**config.mk**
```make
export PLATFORM = sky130hd
export DESIGN_NAME = multiword_serial_adder
export DESIGN_NICKNAME = d
export VERILOG_FILES = /design/src/rtl/multiword_serial_adder_pkg.sv /design/src/rtl/multiword_serial_adder_slice_adder.sv /design/src/rtl/multiword_serial_adder.sv
export SDC_FILE = /design/constraint.sdc
export NUM_CORES = 1
export LEC_CHECK = 0
export ABC_AREA = 1
export CELL_PAD_IN_SITES_DETAIL_PLACEMENT = 2
export CELL_PAD_IN_SITES_GLOBAL_PLACEMENT = 2
export CORE_UTILIZATION = 25
export CTS_CLUSTER_SIZE = 12
export DETAILED_ROUTE_END_ITERATION = 8
export GPL_TIMING_DRIVEN = 0
export PLACE_DENSITY = 0.72
export SLEW_MARGIN = 30
export SYNTH_ARGS = -nofsm -noshare
export SYNTH_HDL_FRONTEND = slang
export SYNTH_SLANG_ARGS = --single-unit
export TNS_END_PERCENT = 5
```
**constraint.sdc**
```tcl
create_clock -name clk -period 2.6 [get_ports clk]
set_clock_uncertainty 0.05 [all_clocks]
set_input_delay 0.26 -clock clk [delete_from_list [all_inputs] [get_ports clk]]
set_output_delay 0.26 -clock clk [all_outputs]
set_load 0.01 [all_outputs]
```
**src/rtl/multiword_serial_adder_pkg.sv**
```systemverilog
// ============================================================================
// multiword_serial_adder_pkg : shared FSM encoding and width defaults
// Revision: 1.0
// ============================================================================
`default_nettype none

package multiword_serial_adder_pkg;

   localparam int WORD_BITS_DEF  = 16;
   localparam int SLICE_BITS_DEF = 4;

   typedef enum logic [1:0] {
      IDLE = 2'd0,
      RUN  = 2'd1,
      DONE = 2'd2
   } state_t;

endpackage

`default_nettype wire

```
**src/rtl/multiword_serial_adder_slice_adder.sv**
```systemverilog
// ============================================================================
// slice_adder : SLICE_BITS-wide carry-lookahead adder
// Revision: 1.0
// ============================================================================
`default_nettype none

module slice_adder #(
   parameter int SLICE_BITS = 4
) (
   input  logic [SLICE_BITS-1:0] a_i,
   input  logic [SLICE_BITS-1:0] b_i,
   input  logic                  cin_i,
   output logic [SLICE_BITS-1:0] sum_o,
   output logic                  cout_o,
   output logic                  cmsb_o
);

   logic [SLICE_BITS-1:0] w_g;
   logic [SLICE_BITS-1:0] w_p;
   logic [SLICE_BITS:0]   w_c;

   assign w_g = a_i & b_i;
   assign w_p = a_i ^ b_i;

   // Every carry is a flat sum of generate terms, never a chain through w_c.
   always_comb begin
      logic w_acc;
      logic w_pr;
      w_c    = '0;
      w_c[0] = cin_i;
      for (int i = 0; i < SLICE_BITS; i++) begin
         w_acc = w_g[i];
         w_pr  = w_p[i];
         for (int j = i - 1; j >= 0; j--) begin
            w_acc = w_acc | (w_pr & w_g[j]);
            w_pr  = w_pr & w_p[j];
         end
         w_c[i+1] = w_acc | (w_pr & cin_i);
      end
   end

   assign sum_o  = w_p ^ w_c[SLICE_BITS-1:0];
   assign cout_o = w_c[SLICE_BITS];
   assign cmsb_o = w_c[SLICE_BITS-1];

endmodule

`default_nettype wire

```
**src/rtl/multiword_serial_adder.sv**
```systemverilog
// ============================================================================
// multiword_serial_adder : slice-serial add/subtract with carry, overflow, zero
// Revision: 1.0
// ============================================================================
`default_nettype none

module multiword_serial_adder
   import multiword_serial_adder_pkg::*;
#(
   parameter int WORD_BITS  = WORD_BITS_DEF,
   parameter int SLICE_BITS = SLICE_BITS_DEF
) (
   input  logic                 clk,
   input  logic                 rst_n,
   input  logic                 start,
   input  logic                 sub,
   input  logic [WORD_BITS-1:0] a,
   input  logic [WORD_BITS-1:0] b,
   input  logic                 cin,
   output logic                 busy,
   output logic                 done,
   output logic [WORD_BITS-1:0] sum,
   output logic                 cout,
   output logic                 ovf,
   output logic                 zero
);

   localparam int N     = WORD_BITS / SLICE_BITS;
   localparam int IDX_W = (N > 1) ? $clog2(N) : 1;
   localparam logic [IDX_W-1:0] LAST_IDX = IDX_W'(N - 1);

   state_t                state_q, state_d;
   logic [WORD_BITS-1:0]  a_q, a_d;
   logic [WORD_BITS-1:0]  b_q, b_d;
   logic                  carry_q, carry_d;
   logic [IDX_W-1:0]      idx_q, idx_d;
   logic [WORD_BITS-1:0]  sum_q, sum_d;
   logic                  cout_q, cout_d;
   logic                  ovf_q, ovf_d;
   logic                  zero_q, zero_d;

   logic [SLICE_BITS-1:0] w_a_slice;
   logic [SLICE_BITS-1:0] w_b_slice;
   logic [SLICE_BITS-1:0] w_slice_sum;
   logic                  w_slice_cout;
   logic                  w_slice_cmsb;

   assign w_a_slice = a_q[idx_q*SLICE_BITS +: SLICE_BITS];
   assign w_b_slice = b_q[idx_q*SLICE_BITS +: SLICE_BITS];

   slice_adder #(
      .SLICE_BITS (SLICE_BITS)
   ) u_slice_adder (
      .a_i    (w_a_slice),
      .b_i    (w_b_slice),
      .cin_i  (carry_q),
      .sum_o  (w_slice_sum),
      .cout_o (w_slice_cout),
      .cmsb_o (w_slice_cmsb)
   );

   always_comb begin
      state_d = state_q;
      a_d     = a_q;
      b_d     = b_q;
      carry_d = carry_q;
      idx_d   = idx_q;
      sum_d   = sum_q;
      cout_d  = cout_q;
      ovf_d   = ovf_q;
      zero_d  = zero_q;
      case (state_q)
         IDLE, DONE: begin
            state_d = IDLE;
            if (start) begin
               // Subtraction is a + ~b + 1, so only b and the carry differ.
               a_d     = a;
               b_d     = sub ? ~b : b;
               carry_d = sub ? 1'b1 : cin;
               idx_d   = '0;
               state_d = RUN;
            end
         end
         RUN: begin
            sum_d[idx_q*SLICE_BITS +: SLICE_BITS] = w_slice_sum;
            carry_d = w_slice_cout;
            idx_d   = idx_q + 1'b1;
            if (idx_q == LAST_IDX) begin
               idx_d   = '0;
               state_d = DONE;
               cout_d  = w_slice_cout;
               ovf_d   = w_slice_cmsb ^ w_slice_cout;
               zero_d  = (sum_d == '0);
            end
         end
         default: state_d = IDLE;
      endcase
   end

   always_ff @(posedge clk) begin
      if (!rst_n) begin
         state_q <= IDLE;
         a_q     <= '0;
         b_q     <= '0;
         carry_q <= 1'b0;
         idx_q   <= '0;
         sum_q   <= '0;
         cout_q  <= 1'b0;
         ovf_q   <= 1'b0;
         zero_q  <= 1'b0;
      end else begin
         state_q <= state_d;
         a_q     <= a_d;
         b_q     <= b_d;
         carry_q <= carry_d;
         idx_q   <= idx_d;
         sum_q   <= sum_d;
         cout_q  <= cout_d;
         ovf_q   <= ovf_d;
         zero_q  <= zero_d;
      end
   end

   assign busy = (state_q == RUN);
   assign done = (state_q == DONE);
   assign sum  = sum_q;
   assign cout = cout_q;
   assign ovf  = ovf_q;
   assign zero = zero_q;

endmodule

`default_nettype wire

```
Word level (Yosys, flattened, before mapping)
Cells that the tools add are included.

storage, ports and cells
  flip-flop bits (word level) = 56
  input bits = 37
  output and inout bits = 21
  word-level logic and storage cells = 69

cells by class
  add/sub/neg operators = 2
  equal/unequal tests = 5
  shift-type cells = 4
  muxes and demuxes = 11
  bitwise logic cells = 31
  reductions and logical operators = 7

operators by type and width
  cell                                                   number
  negation 4 -> 34 bit                                   1
  variable shift 4 x 34 -> 16 bit, first input constant  1
  indexed part select 4 x 34 -> 16 bit                   1
  indexed part select 16 x 5 -> 4 bit                    2
  bitwise AND 1 bit                                      16
  bitwise mux 16 bit                                     1
  zero test 16 bit                                       1
  two-way mux 16 bit                                     1
  inverter 16 bit                                        1
  OR 1 bit                                               10
  case mux 2 bit (2 select lines)                        2
  bitwise XOR 4 bit                                      2
  two-way mux 2 bit                                      3
  AND reduction 2 bit                                    3
  bitwise AND 4 bit                                      1
  equality test 2 bit, second input constant             2
  two-way mux 1 bit                                      3
  adder 2 x 1 -> 2 bit, second input constant            1
  equality test 2 x 1 -> 1 bit, second input constant    1
  zero test 2 bit                                        1
  != test 2 x 1 -> 1 bit, second input constant          1
  != test 2 bit, second input constant                   1
  case mux 1 bit (2 select lines)                        1
  nonzero test 2 bit                                     1
  other kinds (2)                                        2

Logic depth before layout (Yosys ltp)
  depth after elaboration = 10
  depth in mapped cells = 19
  gate-level depth less buffers = 18

Hierarchy
From an unflattened synthesis, not the netlist that was laid out.

second synthesis, totals
  cell total of the unflattened synthesis = 446
  area total of the unflattened synthesis = 2,971.6 um^2

modules (own cells, without submodules)
  module                  instances  cells an instance  area an instance (um^2)
  multiword_serial_adder  1          415                2,777.7
  slice_adder             1          31                 193.9

Least setup slack after synthesis
OpenSTA, ideal clock, no wires.

  kind = register -> register
  start point = register idx_q[0]
  end point = register zero_q, in the netlist zero
  arrival = 2,596 ps
  slack = -113 ps
  cell stages (with the launch flop) = 15
  period minus slack after synthesis = 2,713 ps
  cells stage by stage = dfxtp_1 clkbuf_1 clkbuf_1 nor2_1 o21ai_0 fa_1 nand3_1 o21ai_0 nor2_1 nand2_1 nor2_1 nand3_1 nor2_2 nand3_1 a21oi_2

between the ends
  longest elaborated chain between the ends = 10

ends and longest elaborated chain
  element                                                        RTL line                                                                            text
  from (decl)                                                    multiword_serial_adder.sv:36                                                        logic [IDX_W-1:0] idx_q, idx_d;
  from (signal assigned)                                         multiword_serial_adder.sv:116                                                       idx_q <= idx_d;
  indexed part select 16 x 5 -> 4 bit, on equally long branches  multiword_serial_adder.sv:48, multiword_serial_adder.sv:49
  bitwise XOR 4 bit / bitwise AND 4 bit (equally long branches)  multiword_serial_adder_slice_adder.sv:23, multiword_serial_adder_slice_adder.sv:22
  bitwise AND 1 bit, on equally long branches                    multiword_serial_adder_slice_adder.sv:35, multiword_serial_adder_slice_adder.sv:36
  OR 1 bit, or another cell as far along                         multiword_serial_adder_slice_adder.sv:35                                            w_acc = w_acc | (w_pr & w_g[j]);
  OR 1 bit / bitwise AND 1 bit (equally long branches)           multiword_serial_adder_slice_adder.sv:35, multiword_serial_adder_slice_adder.sv:38
  OR 1 bit                                                       multiword_serial_adder_slice_adder.sv:38                                            w_c[i+1] = w_acc | (w_pr & cin_i);
  bitwise XOR 4 bit                                              multiword_serial_adder_slice_adder.sv:42                                            assign sum_o = w_p ^ w_c[SLICE_BITS-1:0];
  indexed part select 4 x 34 -> 16 bit                           multiword_serial_adder.sv:85                                                        sum_d[idx_q*SLICE_BITS +: SLICE_BITS] = w_slice_sum;
  bitwise mux 16 bit                                             multiword_serial_adder.sv:85
  zero test 16 bit                                               multiword_serial_adder.sv:93                                                        zero_d = (sum_d == '0);
  to (signal assigned)                                           multiword_serial_adder.sv:120                                                       zero_q <= zero_d;
  to (decl)                                                      multiword_serial_adder.sv:40                                                        logic zero_q, zero_d;

Parallel ways exist; a longest one is shown, timed or not.
A chain may end at the register's enable or synchronous reset.

Worst setup path after layout
Same ends and word-level chain as after synthesis.

==> results.py <==
metrics = {
    "run_status": {
        "status": "finished with violations",
        "violations": "negative setup slack",
    },
    "critical_path": {
        "slowest_stage": "dfxtp_4",
        "critPathBufInv": 4,
        "path_depth": 18,
        "r2r_setup_slack_ns": -0.09,
        "crit_type": "flip-flop to flip-flop",
        "critical_path_required_ns": 2.72,
        "crit_path_frequent_cell": "nand2_1",
        "reg2reg_to": "zero$_SDFFE_PN0P_",
        "r2r_cells": 18,
        "cp.arrival_ns": 2.81,
        "worstPathCellList": "inv_4 > clkbuf_16 > clkbuf_16 > o21ai_4 > o21ai_4 > buf_6 > ha_4 > nand3_2 > nand2_1 > nand2_1 > nand2_2 > nand2_1 > nor2_1 > nor2_4 > nand2_2 > nor2_2 > nand3_1 > a21oi_2",
        "crit_path_end_kind": "flip-flop",
        "critPathMaxStageDelay_ns": 0.40,
        "rr_startpoint": "idx_q[0]$_SDFFE_PN0P_",
        "cp_max_fo": 7,
        "critical_path.top_delay_family": "simple AND/OR/NAND/NOR gates",
        "crit_path_start_kind": "flip-flop",
    },
    "finish": {
        "area_delta_synth_final_pct": 43.8,
        "fin_util": 0.370,
        "n_antenna_cell": 0,
        "postLayoutCellArea_mm2": 0.00424,
        "drive_gt1_frac": 0.155,
        "fin_nets": 559,
    },
    "placed_design": {
        "port_buffers": 56,
        "gp_congestion": 0.810,
        "hpwl_um": 7630,
        "post_dp_cell_area_mm2": 0.00369,
    },
    "power_and_ir_drop": {
        "p_switching_uw": 861,
        "p_int_uw": 1750,
        "p_per_area_mw_per_mm2": 615,
        "seqPwrFrac": 0.376,
        "vdd_drop_max_mv": 0.297,
        "switching_share": 0.330,
        "p_leak_uw": 0.00184,
        "comb_power_share": 0.323,
        "clkPwrFrac": 0.301,
    },
    "logic_synthesis": {
        "ys_warn_count": 0,
        "ys_seq_area_frac": 0.380,
        "syn_nets": 478,
        "netlist_instances": 429,
        "async_flop_share": 0,
        "synth_top_family_by_area": "simple AND/OR/NAND/NOR gates",
        "ys.flop_type": "dfxtp_1",
        "synthAdderAreaFrac": 0.0535,
        "synth_xor_area_frac": 0.0475,
        "ys_ff_latch": 56,
        "synth.avg_cell_area_um2": 6.87,
        "synth_area_leader_cell": "dfxtp_1",
        "synth.mux.area_fraction": 0,
        "synth-compound-area-share": 0.199,
        "synth_edf_count": 0,
        "netlist_area_mm2": 0.00295,
        "synth_area_leaders": "dfxtp_1 38%, o21ai_0 12%, nor2_1 10%",
        "synth_cell_types": 26,
        "yosys.area_share.simple": 0.230,
        "synth_top_area_frac": 0.380,
    },
    "sta": {
        "worst_slack_ns": -0.0920,
        "setup-tns-final_ns": -0.102,
        "timing.final.crit_share": 1.04,
        "grt_setup_unrepaired": "true",
        "finalCriticalPeriod_ns": 2.69,
        "hold_viol": 0,
        "final-setup-viol-count": 2,
        "max-slew-margin-rel": 0.624,
        "max_freq_mhz": 371,
        "tightestPinTransition_ns": 0.564,
        "drv_slew": 0,
    },
    "route": {
        "wl_per_cell_um": 17.2,
        "first_pass_iters": 4,
        "wirelength_um": 11300,
        "drtAntennaViolNets": 0,
        "routed_via_density": 4.85,
        "vias": 3172,
        "dr.first_iter.drc_count": 78,
        "drc": 0,
    },
    "global_route": {
        "grtUsageTotal": 0.174,
        "globalRoute.totalOverflow": 0,
        "grt_pass1_wl_um": 17000,
        "grt_start_max_net_pins": 17,
        "grt_pass1_vias": 3394,
        "antenna_found_initial": 0,
    },
    "die": {
        "die-area_mm2": 0.0122,
        "start_util": 0.257,
        "io_pins": 58,
        "rows": 39,
        "die-height_um": 111,
        "die_x_um": 111,
        "core_area_mm2": 0.0115,
    },
    "clock_tree": {
        "h-tree-depth": 2,
        "cts_buffers": 5,
        "clkSinkCount": 56,
        "clock_path_buffers": 2,
        "path_clk_slew_ns": 0.07,
        "clkLatencyLatePin_ns": 0.30,
        "cts-root-buf": "clkbuf_16",
        "cts_tree": "built",
    },
    "worst_hold_path": {
        "hp-start": "sub",
        "hold_end": "b_q[9]$_SDFFE_PN0P_",
        "min_path_cells": 3,
        "holdCritPathClass": "input port to flip-flop",
    },
    "job": {
        "cap_violations": 0,
    },
}
-- worst max path at each step --
| stage | startpoint | endpoint | slack, ns |
|---|---|---|---|
| global route | idx_q[0]$_SDFFE_PN0P_ | zero$_SDFFE_PN0P_ | -0.27 |
| detailed placement | idx_q[0]$_SDFFE_PN0P_ | zero$_SDFFE_PN0P_ | -0.88 |
| global placement | idx_q[0]$_SDFFE_PN0P_ | zero$_SDFFE_PN0P_ | -0.82 |
| CTS | idx_q[0]$_SDFFE_PN0P_ | zero$_SDFFE_PN0P_ | 0.0008 |
| finish | idx_q[0]$_SDFFE_PN0P_ | zero$_SDFFE_PN0P_ | -0.09 |
| floorplan | idx_q[0]$_SDFFE_PN0P_ | zero$_SDFFE_PN0P_ | 0.02 |
-- cells in the final DEF (no fill, tap or decap), types with 4 or more instances in the layout --
cell             netlist  final
clkdlybuf4s50_1        0     56
nor2_2                 1      5
clkbuf_1              17     13
dfxtp_1               56     54
inv_2                  4      4
nor2_1                82     77
nand4_1                6      6
nand2_1               57     52
xnor2_1               16     16
ha_1                  11      8
clkbuf_16              0      7
o21ai_0               68     58
nand2_2                7     12
o21ai_1                0      6
o211ai_1               5      5
buf_4                  0     15
nand3_1                9      7
a21oi_1               27     24
inv_1                 44     43
a21oi_2                1      4
-- kinds of logic after synthesis --
logic type,after synthesis
xor gates and xnor gates,16
and+or+nand+nor,165
buffers and inverters,69
adders and majority gates,12
DFF,56
AOI/OAI and AO/OA,111
-- per-layer routing --
layer	track usage	vias to the layer above	routed length, um
li1	-	1545	-
met1	0.204	1558	4830
met2	0.329	54	5970
met3	0.0247	15	261
met4	0.0382	0	210
met5	0	-	0
-- power groups by stage --
stage,clock network [uW],registers [uW],logic (uW)
6_report,785,980,841
5_1_grt,827,990,930
4_1_cts,809,978,727
3_5_place_dp,0,998,657
3_3_place_gp,0,996,635
2_1_floorplan,0,993,399
-- worst register-to-register path: stages, from the launching register on --
cell and delay, ns:
dfxtp_4 0.40, inv_4 0.05, clkbuf_16 0.16, clkbuf_16 0.17, o21ai_4 0.19, o21ai_4 0.10
buf_6 0.13, ha_4 0.26, nand3_2 0.09, nand2_1 0.11, nand2_1 0.09, nand2_2 0.14
nand2_1 0.08, nor2_1 0.24, nor2_4 0.06, nand2_2 0.07, nor2_2 0.03, nand3_1 0.07
a21oi_2 0.06
-- through the flow --
stage               worst slack [ns]  power [uW]  hold slack (ns)  instances
CTS                         0.000752        2510            0.372        642
detailed placement            -0.883        1660            0.421        628
floorplan                     0.0165        1390            0.348        429
global route                  -0.269        2750            0.407        654
finish                       -0.0920        2610            0.358        654
global placement              -0.820        1630            0.417        628
-- layout make-up --
type	count	area, um2
clock buffer	6	129
fill	1327	7230
tap	143	179
clock inverter	2	35.0
multi-input combinational	304	1720
inverter	48	183
timing repair buffer	74	707
sequential	56	1130
buffer	21	158
-- synthesized netlist by cell type, types with 2 or more instances --
cell,number
inv_1,44
buf_2,3
nand2_1,57
nand3_1,9
o211ai_1,5
o21ai_0,68
nor2_1,82
dfxtp_1,56
xnor2_1,16
clkbuf_1,17
o22ai_1,6
inv_2,4
ha_1,11
a21oi_1,27
nand4_1,6
o21a_1,2
nand2_2,7
-- timing repair --
action                     CTS  global route
pin swaps                   12            19
cloned                       0             1
hold buffers                 0             0
setup endpoints to repair   20            12
gates resized for setup     32            34
setup buffers                6            11
-- registers in the layout, indices dropped and copies added (netlist names) --
signal and flops:
a_q 16, b_q 16, carry_q 1, cout 1, idx_q 2, ovf 1
state_q 2, sum 16, zero 1
(Power assumes the default switching activity.)
